`src/rtl/imem_loader_pkg.sv`:
```
// Shared types and constants for the instruction-memory boot loader.
//   imem_loader_state_t : loader FSM states
//   HdrBytes            : bytes in the little-endian word-count header
//   MaxCountWidth       : width of the header word count
//   idx_width()         : byte-index width for a given bytes-per-word (min 1)
package imem_loader_pkg;

    typedef enum logic [2:0] {
        IDLE   = 3'd0,
        HDR_LO = 3'd1,
        HDR_HI = 3'd2,
        DATA   = 3'd3,
        WRITE  = 3'd4,
        DONE   = 3'd5,
        ERROR  = 3'd6
    } imem_loader_state_t;

    localparam int HdrBytes      = 2;
    localparam int MaxCountWidth = 16;

    // A single-byte word still needs a 1-bit index register.
    function automatic int idx_width(input int bytes_per_word);
        return (bytes_per_word > 1) ? $clog2(bytes_per_word) : 1;
    endfunction

endpackage

```
`src/rtl/byte_packer.sv`:
```
// Packs a byte stream into little-endian Width-bit words.
//   clk, reset : clock, synchronous active-high reset
//   clear      : restart packing at byte 0 (priority over byte_en)
//   byte_in    : incoming byte
//   byte_en    : byte_in is consumed this cycle
//   word       : assembly register with the in-flight byte already merged,
//                so the completed word is available in the cycle its last
//                byte arrives
//   last       : the next consumed byte completes a word
module byte_packer
    import imem_loader_pkg::*;
#(
    parameter int Width = 32
) (
    input  logic             clk,
    input  logic             reset,
    input  logic             clear,
    input  logic [7:0]       byte_in,
    input  logic             byte_en,
    output logic [Width-1:0] word,
    output logic             last
);

    localparam int BytesPerWord = Width / 8;
    localparam int IdxWidth     = idx_width(BytesPerWord);

    logic [IdxWidth-1:0] idx_r;
    logic [Width-1:0]    asm_r;

    assign last = (idx_r == IdxWidth'(BytesPerWord - 1));

    // Byte index and assembly register; the index wraps after the last byte.
    always_ff @(posedge clk) begin
        if (reset) begin
            idx_r <= '0;
            asm_r <= '0;
        end else if (clear) begin
            idx_r <= '0;
        end else if (byte_en) begin
            for (int k = 0; k < BytesPerWord; k++) begin
                if (idx_r == IdxWidth'(k)) begin
                    asm_r[8*k +: 8] <= byte_in;
                end
            end
            idx_r <= last ? '0 : idx_r + IdxWidth'(1);
        end
    end

    // Merge the in-flight byte into its lane of the outgoing word.
    always_comb begin
        word = asm_r;
        for (int k = 0; k < BytesPerWord; k++) begin
            if (byte_en && (idx_r == IdxWidth'(k))) begin
                word[8*k +: 8] = byte_in;
            end else begin
                word[8*k +: 8] = asm_r[8*k +: 8];
            end
        end
    end

endmodule

```
`src/rtl/imem_loader.sv`:
```
// Boot-time instruction memory loader.
// Reads a 16-bit little-endian word count, then packs following bytes into
// Width-bit words and writes them to incrementing addresses. The core is held
// in reset (cpu_hold) until the whole image has been written.
//   clk, reset         : clock, synchronous active-high reset
//   start              : begin a load (honoured in IDLE, DONE, ERROR)
//   in_data/valid/ready: byte stream handshake
//   mem_we/addr/wdata  : instruction memory write port (registered)
//   cpu_hold           : high except after a successful load
//   done, error        : level status of the last load
module imem_loader
    import imem_loader_pkg::*;
#(
    parameter  int Width        = 32,
    parameter  int Depth        = 32,
    localparam int AddrWidth    = (Depth > 1) ? $clog2(Depth) : 1,
    localparam int BytesPerWord = Width / 8
) (
    input  logic                 clk,
    input  logic                 reset,
    input  logic                 start,
    input  logic [7:0]           in_data,
    input  logic                 in_valid,
    output logic                 in_ready,
    output logic                 mem_we,
    output logic [AddrWidth-1:0] mem_addr,
    output logic [Width-1:0]     mem_wdata,
    output logic                 cpu_hold,
    output logic                 done,
    output logic                 error
);

    localparam logic [MaxCountWidth-1:0] DepthCount = MaxCountWidth'(Depth);

    imem_loader_state_t       state_r;
    imem_loader_state_t       next_state;
    logic [MaxCountWidth-1:0] count_r;
    logic [MaxCountWidth-1:0] hdr_count;
    logic [AddrWidth-1:0]     word_idx_r;
    logic                     xfer;
    logic                     last_word;
    logic                     pk_clear;
    logic                     pk_en;
    logic [Width-1:0]         pk_word;
    logic                     pk_last;

    assign xfer      = in_valid && in_ready;
    assign hdr_count = {in_data, count_r[7:0]};
    assign last_word = (MaxCountWidth'(word_idx_r) == (count_r - MaxCountWidth'(1)));

    byte_packer #(
        .Width (Width)
    ) u_packer (
        .clk     (clk),
        .reset   (reset),
        .clear   (pk_clear),
        .byte_in (in_data),
        .byte_en (pk_en),
        .word    (pk_word),
        .last    (pk_last)
    );

    // Next-state decode and packer control.
    always_comb begin
        next_state = state_r;
        pk_clear   = 1'b0;
        pk_en      = 1'b0;
        case (state_r)
            IDLE: begin
                if (start) next_state = HDR_LO;
                else       next_state = IDLE;
            end
            HDR_LO: begin
                if (xfer) next_state = HDR_HI;
                else      next_state = HDR_LO;
            end
            HDR_HI: begin
                if (!xfer) begin
                    next_state = HDR_HI;
                end else if (hdr_count == MaxCountWidth'(0)) begin
                    next_state = DONE;
                end else if (hdr_count > DepthCount) begin
                    next_state = ERROR;
                end else begin
                    next_state = DATA;
                    pk_clear   = 1'b1;
                end
            end
            DATA: begin
                pk_en = xfer;
                if (xfer && pk_last) next_state = WRITE;
                else                 next_state = DATA;
            end
            WRITE: begin
                pk_clear = 1'b1;
                if (last_word) next_state = DONE;
                else           next_state = DATA;
            end
            DONE, ERROR: begin
                if (start) next_state = HDR_LO;
                else       next_state = state_r;
            end
            default: next_state = IDLE;
        endcase
    end

    // State, header count, word index and registered outputs.
    // Outputs are decoded from next_state so they line up with the state.
    always_ff @(posedge clk) begin
        if (reset) begin
            state_r    <= IDLE;
            count_r    <= '0;
            word_idx_r <= '0;
            in_ready   <= 1'b0;
            mem_we     <= 1'b0;
            mem_addr   <= '0;
            mem_wdata  <= '0;
            cpu_hold   <= 1'b1;
            done       <= 1'b0;
            error      <= 1'b0;
        end else begin
            state_r  <= next_state;
            in_ready <= (next_state inside {HDR_LO, HDR_HI, DATA});
            mem_we   <= (next_state == WRITE);
            done     <= (next_state == DONE);
            error    <= (next_state == ERROR);
            cpu_hold <= (next_state != DONE);

            if ((state_r == HDR_LO) && xfer) begin
                count_r[7:0] <= in_data;
            end else if ((state_r == HDR_HI) && xfer) begin
                count_r[15:8] <= in_data;
            end

            if ((state_r == HDR_HI) && (next_state == DATA)) begin
                word_idx_r <= '0;
            end else if ((state_r == WRITE) && (next_state == DATA)) begin
                word_idx_r <= word_idx_r + AddrWidth'(1);
            end

            // Capture the completed word on the edge that accepts its last byte.
            if ((state_r == DATA) && (next_state == WRITE)) begin
                mem_addr  <= word_idx_r;
                mem_wdata <= pk_word;
            end
        end
    end

endmodule

```
`config.mk`:
```
export PLATFORM = sky130hd
export DESIGN_NAME = imem_loader
export DESIGN_NICKNAME = d
export VERILOG_FILES = /design/src/rtl/imem_loader_pkg.sv /design/src/rtl/byte_packer.sv /design/src/rtl/imem_loader.sv
export SDC_FILE = /design/constraint.sdc
export NUM_CORES = 1
export LEC_CHECK = 0
export ABC_AREA = 0
export CELL_PAD_IN_SITES_DETAIL_PLACEMENT = 0
export CELL_PAD_IN_SITES_GLOBAL_PLACEMENT = 1
export CORE_MARGIN = 2
export CORE_UTILIZATION = 42
export DETAILED_ROUTE_END_ITERATION = 7
export DONT_BUFFER_PORTS = 1
export GPL_ROUTABILITY_DRIVEN = 0
export PLACE_DENSITY = 0.7
export SYNTH_ARGS = -nofsm -noshare
export SYNTH_HDL_FRONTEND = slang
export SYNTH_SLANG_ARGS = --single-unit
```
`constraint.sdc`:
```
create_clock -name clk -period 2.7 [get_ports clk]
set_clock_uncertainty 0.15 [all_clocks]
set_input_delay 0.27 -clock clk [delete_from_list [all_inputs] [get_ports clk]]
set_output_delay 0.27 -clock clk [all_outputs]
set_load 0.01 [all_outputs]
```
==> results of run 1 <==
## worst max-delay path by stage
stage	start	end	slack [ps]	cells after the start
after floorplan	count_r[1]	in_ready	30	10
after global placement	count_r[1]	cpu_hold	50	9
after detailed placement	count_r[1]	cpu_hold	-30	9
after CTS	count_r[1]	in_ready	0.1	9
after global routing	count_r[1]	cpu_hold	-120	7
final	count_r[1]	in_ready	3	9
## registers in the layout, summed over array words and instances (netlist names)
signal and flops:
mem_we 1, cpu_hold 1, mem_addr 5, state_r 3
error 1, done 1, in_ready 1, u_packer.asm_r 24
count_r 16, mem_wdata 32, word_idx_r 5, u_packer.idx_r 2
## area by class of cell
class,instances,area [µm²],share of cell area
clock buffers,11,141,0.0302
multi-input cells,302,1920,0.410
flip-flops and latches,92,1850,0.396
well taps,108,135,0.0289
inverters,5,21.3,0.00455
repair buffers,56,549,0.118
clock inverters,5,60.1,0.0128
## stage by stage
stage | setup WS, ps | setup TNS, ps | hold WS, ps | power (mW)
floorplan | 28.3 | 0 | 256 | 1.49
global placement | 51.3 | 0 | 196 | 1.50
detailed placement | -28.0 | -36.4 | 200 | 1.50
CTS | 0.103 | 0 | 30.2 | 2.48
global route | -118 | -872 | 45.1 | 2.57
finish | 2.95 | 0 | 46.9 | 2.48
## worst max-delay path: cells and delay by family, from the launching register on
kind	cells	cell delay [ps]
buffers and inverters	1	80
adder cells (fa/ha/maj)	1	130
AO/OA/AOI/OAI	2	560
flip-flops	1	380
AND/OR/NAND/NOR	5	1270
## cell families after synthesis
kind of cell,count (synthesis)
compound gates,86
xor+xnor,9
fa+ha+maj,7
buf+inv,32
flops,92
mux,35
simple gates,165
## metal layers
metal  track usage  wire length, µm
met5             0                0
met3        0.0569              533
met2         0.344             4920
met4        0.0643              115
met1         0.277             4690
## what timing repair did
| item | CTS | global route |
|---|---|---|
| resized for setup | 0 | 24 |
| pin swaps | 1 | 11 |
| gates cloned | 0 | 0 |
| hold endpoints to repair | 86 | 0 |
| buffers inserted | 0 | 6 |
| setup endpoints to repair | 4 | 36 |
| hold buffers | 38 | 0 |
## cells in the final DEF (no fill, tap or decap), drive strengths merged, types with 6 or more instances in the layout
cell type,Yosys,routed
dfxtp,92,92
a211oi,27,27
mux2i,35,35
nor2,68,68
ha,7,7
clkbuf,24,11
nand2,45,45
inv,5,6
dlygate4sd3,0,37
buf,3,19
or4,6,6
nor3,9,9
o21ai,16,16
a21oi,30,30
## power groups by stage
stage / sequential [mW] / clock [mW] / combinational [mW]
detailed placement: 1.41 / 0 / 0.0931
global route: 1.38 / 1.04 / 0.159
global placement: 1.41 / 0 / 0.0919
floorplan: 1.40 / 0 / 0.0886
finish: 1.38 / 0.955 / 0.146
CTS: 1.38 / 0.967 / 0.134
==> summary.txt, run 1 <==
Floorplan
  • Rows: 34
  • Num ports: 54
  • Initial Util: 0.435
  • Die Area: between 9000 and 10,000 µm²
  • Core Box Area: around 9000 µm²
  • Chip Height: roughly 99 µm
  • Chip width: just under 100 µm

Synthesis
  • Yosys warnings: 0
  • Cell taking the most area after synthesis: dfxtp_1
  • Top-count cell post-synth: dfxtp_1
  • Count of cell types in the netlist: 47
  • Synth Instances: ~430
  • Top post-synthesis cells by area: dfxtp_1 (48%), mux2i_1 (9.2%), nor2_1 (6.7%)
  • Synthesized cell area: approximately 3800 µm²
  • Largest family of logic cells by synthesized area: simple AND/OR/NAND/NOR gates
  • Post-synth EDFFs: 0
  • Post-Synth Simple-Gate Area: 0.203
  • Register area share after synthesis: 0.483
  • FFs w/ async S/R, synth: 0
  • Syn Area/Cell: 8.96 µm²
  • Syn nets: around 450
  • Compound-Gate Fraction of Synth Area: 0.145
  • Ys flop type: dfxtp_1
  • Xor/xnor share of the synthesized area: 0.0207
  • Number of synthesized register bits: between 90 and 100
  • Commonest cells post-synth: dfxtp_1 (92), nor2_1 (68), nand2_1 (45), mux2i_1 (35), a21oi_1 (30)
  • Post-synthesis adder-cell area fraction: 0.0230
  • Post-synthesis mux area share: 0.0918
  • Yosys top cell area share: 0.483

Worst setup path
  • Critical Path Max Stage Delay: around 560 ps
  • WS Path Type: reg2reg
  • WP data arrival: about 2800 ps
  • Worst setup EP type: register
  • Slowest-stage cell, CP: or4_4
  • FF-to-FF Start: count_r[1]
  • RR Endpoint: in_ready
  • Crit path max fanout: 6
  • R2R cell count: 9
  • Cells along the critical path: inv_2 -> ha_4 -> or3b_4 -> nor3b_2 -> o211ai_1 -> a221o_1 -> or4_4 -> nand2_1 -> nor3_1
  • Required time of the critical path: between 2000 and 3000 ps
  • Worst Setup Start Kind: register
  • R2R setup slack: 3 ps

Routing
  • ANT nets after route: 0
  • Routed via count: roughly 3,200
  • DRT Pass-1 Iters: 4
  • DR vias/cell: 5.51
  • WL per Instance: about 18 µm
  • Total Routed Length: between 10,000 and 15,000 µm
  • Drt drc: 0
  • Initial DRC Count: about 120

Layout
  • Filler cells: approximately 860
  • Post-layout util: 0.533
  • Finished Cell Area: 4670 µm²
  • Share of post-route cells with drive strength above 1: 0.123
  • Synth-to-Final Area Change: 22.5%
  • Ant. Diodes: 0
  • Non-Filler Instances: 579
  • Nets: between 400 and 500

Clock network
  • Num CTS Buffers: 9
  • Root Driver: clkbuf_8
  • CTS tree: done
  • H-tree levels: 3
  • Reg clk slew, reported paths: roughly 100 ps
  • Clk buf depth: 2
  • Clock Sink Count: 92
  • Worst-Skew Late Latency: around 360 ps

Timing
  • RSZ-0062 raised after global routing: yes
  • Min cycle time layout: between 2000 and 3000 ps
  • Worst-Margin Slew: roughly 620 ps
  • Final setup fails: 0
  • Slew Limit Fails: 0
  • Max_slew headroom: 0.584
  • Tcrit/Tclk final: 0.999
  • Final hold vios: 0
  • Achievable frequency: 371 MHz

Placement
  • Cell Area, Placed: 3950 µm²
  • Placed Cells: between 500 and 600
  • Detailed Place HPWL: between 6000 and 7000 µm
  • I/O Buffers: 0

Hold path
  • Destination of the worst hold path: mem_wdata[2]
  • Worst hold path class: in2reg
  • Hold Path Origin: in_data[2]
  • Hold Crit Depth: 2

Pwr
  • Clock share of power: 0.385
  • Sw Share: 0.239
  • Gate power share: 0.059
  • Sw Pwr: 0.592 mW
  • Reg power frac: 0.556
  • Static leakage: 1.86 nW
  • Peak VDD IR: between 0.3 and 0.4 mV
  • Power density over cell area: roughly 530 nW/µm²
  • Internal: between 1.5 and 2 mW

GRT
  • First-pass GRT wire length: between 15,000 and 20,000 µm
  • Initial antenna violation count: 0
  • Number of global-route vias before repair: 3,032
  • Total GRT Usage: 0.212
  • Largest net degree at the start of global routing: 62
  • GRT overflow: 0

Flow run
  • Max Cap Violations: 0

Status
  • Outcome: complete, no violations
No activity file was read; power rests on OpenSTA's default activity.
==> run 2: changes to the inputs <==
Settings changed: BUFFER_PORTS_ARGS set to -buffer_cell sky130_fd_sc_hd__buf_2, CORE_UTILIZATION 42 to 38, DONT_BUFFER_PORTS 1 to not set, PLACE_DENSITY 0.7 to 0.71.
==> run 2 against run 1 <==
Worst hold slack better by 130 ps. Via count is 1.3% higher. Critical path type unchanged. Largest cell class unchanged. Clock power is 11% higher. Critical path depth is 2 lower. Fmax is 0.79% higher. Wire length is 7.3% lower. Non-clock buffer count is 21 higher.
==> summary.txt, run 2 (same netlist as run 1, synthesis figures left out) <==
Timing
  • Max_slew headroom: 0.542 (was 0.584)
  • Slew Limit Fails: 0 (unchanged)
  • Worst-Margin Slew: 687 ps (was 619 ps)
  • Achievable frequency: 374 MHz (was 371 MHz)
  • Final hold vios: 0 (unchanged)
  • Tcrit/Tclk final: 0.991 (was 0.999)
  • RSZ-0062 raised after global routing: yes (unchanged)
  • Min cycle time layout: 2680 ps (was 2700 ps)
  • Final setup fails: 0 (unchanged)

Clock network
  • Num CTS Buffers: 9 (unchanged)
  • H-tree levels: 3 (unchanged)
  • Cts hold-fix bufs: 0 (was 38)
  • Clock Sink Count: 92 (unchanged)
  • CTS tree: done (unchanged)
  • Reg clk slew, reported paths: 100 ps (about the same)
  • Root Driver: clkbuf_8 (unchanged)
  • Worst-Skew Late Latency: 360 ps (about the same)
  • Clk buf depth: 2 (unchanged)

GRT
  • Initial antenna violation count: 0 (unchanged)
  • Routing usage on met2: 0.285 (was 0.344)
  • M3 GR Usage: 0.0489 (was 0.0569)
  • Number of global-route vias before repair: 3,023 (was 3,032)
  • Largest net degree at the start of global routing: 57 (was 62)
  • GRT overflow: 0 (unchanged)
  • First-pass GRT wire length: 15,800 µm (was 16,300 µm)
  • Met1 usage: 0.241 (was 0.277)
  • Most Used Layer, Global Route: met2 (unchanged)
  • Total GRT Usage: 0.182 (was 0.212)

Worst setup path
  • FF-to-FF Start: count_r[0] (was count_r[1])
  • Crit path max fanout: 8 (was 6)
  • Setup crit start: count_r[0] (was count_r[1])
  • Required time of the critical path: 2770 ps (was 2790 ps)
  • Worst Setup Start Kind: register (unchanged)
  • WP buf/inv: 0 (was 1)
  • Worst setup EP type: register (unchanged)
  • Critical Path Max Stage Delay: 560 ps (about the same)
  • Slowest-stage cell, CP: or4_4 (unchanged)
  • Cells along the critical path: or4_4 -> nor4b_4 -> o211ai_1 -> a221o_1 -> o31ai_4 -> nand2b_4 -> nor2b_1 (was inv_2 -> ha_4 -> or3b_4 -> nor3b_2 -> o211ai_1 -> a221o_1 -> or4_4 -> nand2_1 -> nor3_1)
  • WS Path Type: reg2reg (unchanged)
  • WP data arrival: 2750 ps (was 2790 ps)
  • CP top delay family: simple AND/OR/NAND/NOR gates (unchanged)

Placement
  • I/O Buffers: 53 (was 0)
  • Detailed Place HPWL: 6500 µm (was 6030 µm)

Routing
  • Drt drc: 0 (unchanged)
  • Total Routed Length: 9510 µm (was 10,300 µm)
  • DR vias/cell: 5.17 (was 5.51)
  • WL per Instance: 15.2 µm (was 17.7 µm)
  • Initial DRC Count: 183 (was 118)
  • DRT Pass-1 Iters: 4 (unchanged)
  • ANT nets after route: 0 (unchanged)
  • Routed via count: 3,232 (was 3,191)

Layout
  • Max FFs per register: 32 (unchanged)
  • Largest regs: mem_wdata x32, u_packer.asm_r x24, count_r x16 (unchanged)
  • Commonest non-fill, non-tap cell in the layout: dfxtp_1 (unchanged)
  • Area of the multi-input gates: 1910 µm² (was 1920 µm²)
  • Synth-to-Final Area Change: 22.0% (was 22.5%)
  • Post-layout util: 0.476 (was 0.533)
  • Most frequent cells in the layout: dfxtp_1 (90), nor2_1 (68), buf_2 (53), nand2_1 (44), mux2i_1 (35) (was dfxtp_1 (90), nor2_1 (67), nand2_1 (43), dlygate4sd3_1 (37), mux2i_1 (35))
  • Share of post-route cells with drive strength above 1: 0.232 (was 0.123)
  • Nets: 506 (was 485)
  • Filler cells: 1,001 (was 855)
  • Ant. Diodes: 0 (unchanged)
  • Top reg by flops: mem_wdata (unchanged)
  • Reg area: 1850 µm² (about the same)

Floorplan
  • Initial Util: 0.390 (was 0.435)
  • Chip Height: 104 µm (was 99.3 µm)
  • Die Area: 10,900 µm² (was 9860 µm²)
  • Rows: 36 (was 34)
  • Chip width: 104 µm (was 99.3 µm)
  • Core Box Area: 9770 µm² (was 8760 µm²)
  • Num ports: 54 (unchanged)

Flow run
  • Max Cap Violations: 0 (unchanged)

Hold path
  • Hold Path Origin: in_data[7] (was in_data[2])
  • Worst hold path class: in2reg (unchanged)

Pwr
  • Peak VDD IR: 0.231 mV (was 0.338 mV)
  • Static leakage: 1.94 nW (was 1.86 nW)
  • Power density over cell area: 559 nW/µm² (was 530 nW/µm²)
  • Total Power: 2.60 mW (was 2.48 mW)

Status
  • Outcome: complete, no violations (unchanged)
==> run 2: final timing paths <==
check	end	slack (ps)	cells after the start
setup / recovery	state_r[1]	20	7
hold / removal	mem_wdata[31]	170	4
setup reg to reg	state_r[1]	20	7
hold reg to reg	mem_addr[1]	310	2
==> run 2: layout make-up <==
cell class	count	area share
clock inverter	6	0.0215
sequential	92	0.397
timing repair buffer	77	0.104
tap	133	0.0358
clock buffer	10	0.0274
multi-input combinational	302	0.411
inverter	5	0.00403
==> run 2: through the flow <==
stage	std cells	area [µm²]	TNS, ps	hold WS (ps)	setup slack [ps]
after global placement	606	4340	0	289	64.6
after floorplan	426	3820	0	256	28.3
after CTS	624	4600	0	155	9.43
after detailed placement	606	4340	-139	294	-44.2
final	625	4650	0	175	24.2
after global routing	625	4650	-580	185	-81.5
==> run 2: power by group <==
part / switching [mW] / internal (mW)
Clock: 0.520 / 0.542
Combinational: 0.0996 / 0.0666
Sequential: 0.0121 / 1.36
==> run 2: worst register-to-register path: cells and delay by family, from the launching register on <==
| kind | cells | cell delay, ps |
|---|---|---|
| and+or+nand+nor | 4 | 1040 |
| DFF | 1 | 360 |
| AOI/OAI and AO/OA | 3 | 1010 |
==> run 2: per-layer routing <==
metal	routed length, µm	up-vias	share of wire
met5	0	-	0
met4	129	0	0.014
met3	365	10	0.038
met2	4420	59	0.46
met1	4600	1549	0.48
li1	-	1614	-
==> run 2: repair_timing <==
| action | 4_1_cts | 5_1_grt |
|---|---|---|
| pin swaps | 4 | 7 |
| gates resized for setup | 4 | 16 |
| setup endpoints to repair | 5 | 10 |
| setup buffers | 2 | 2 |
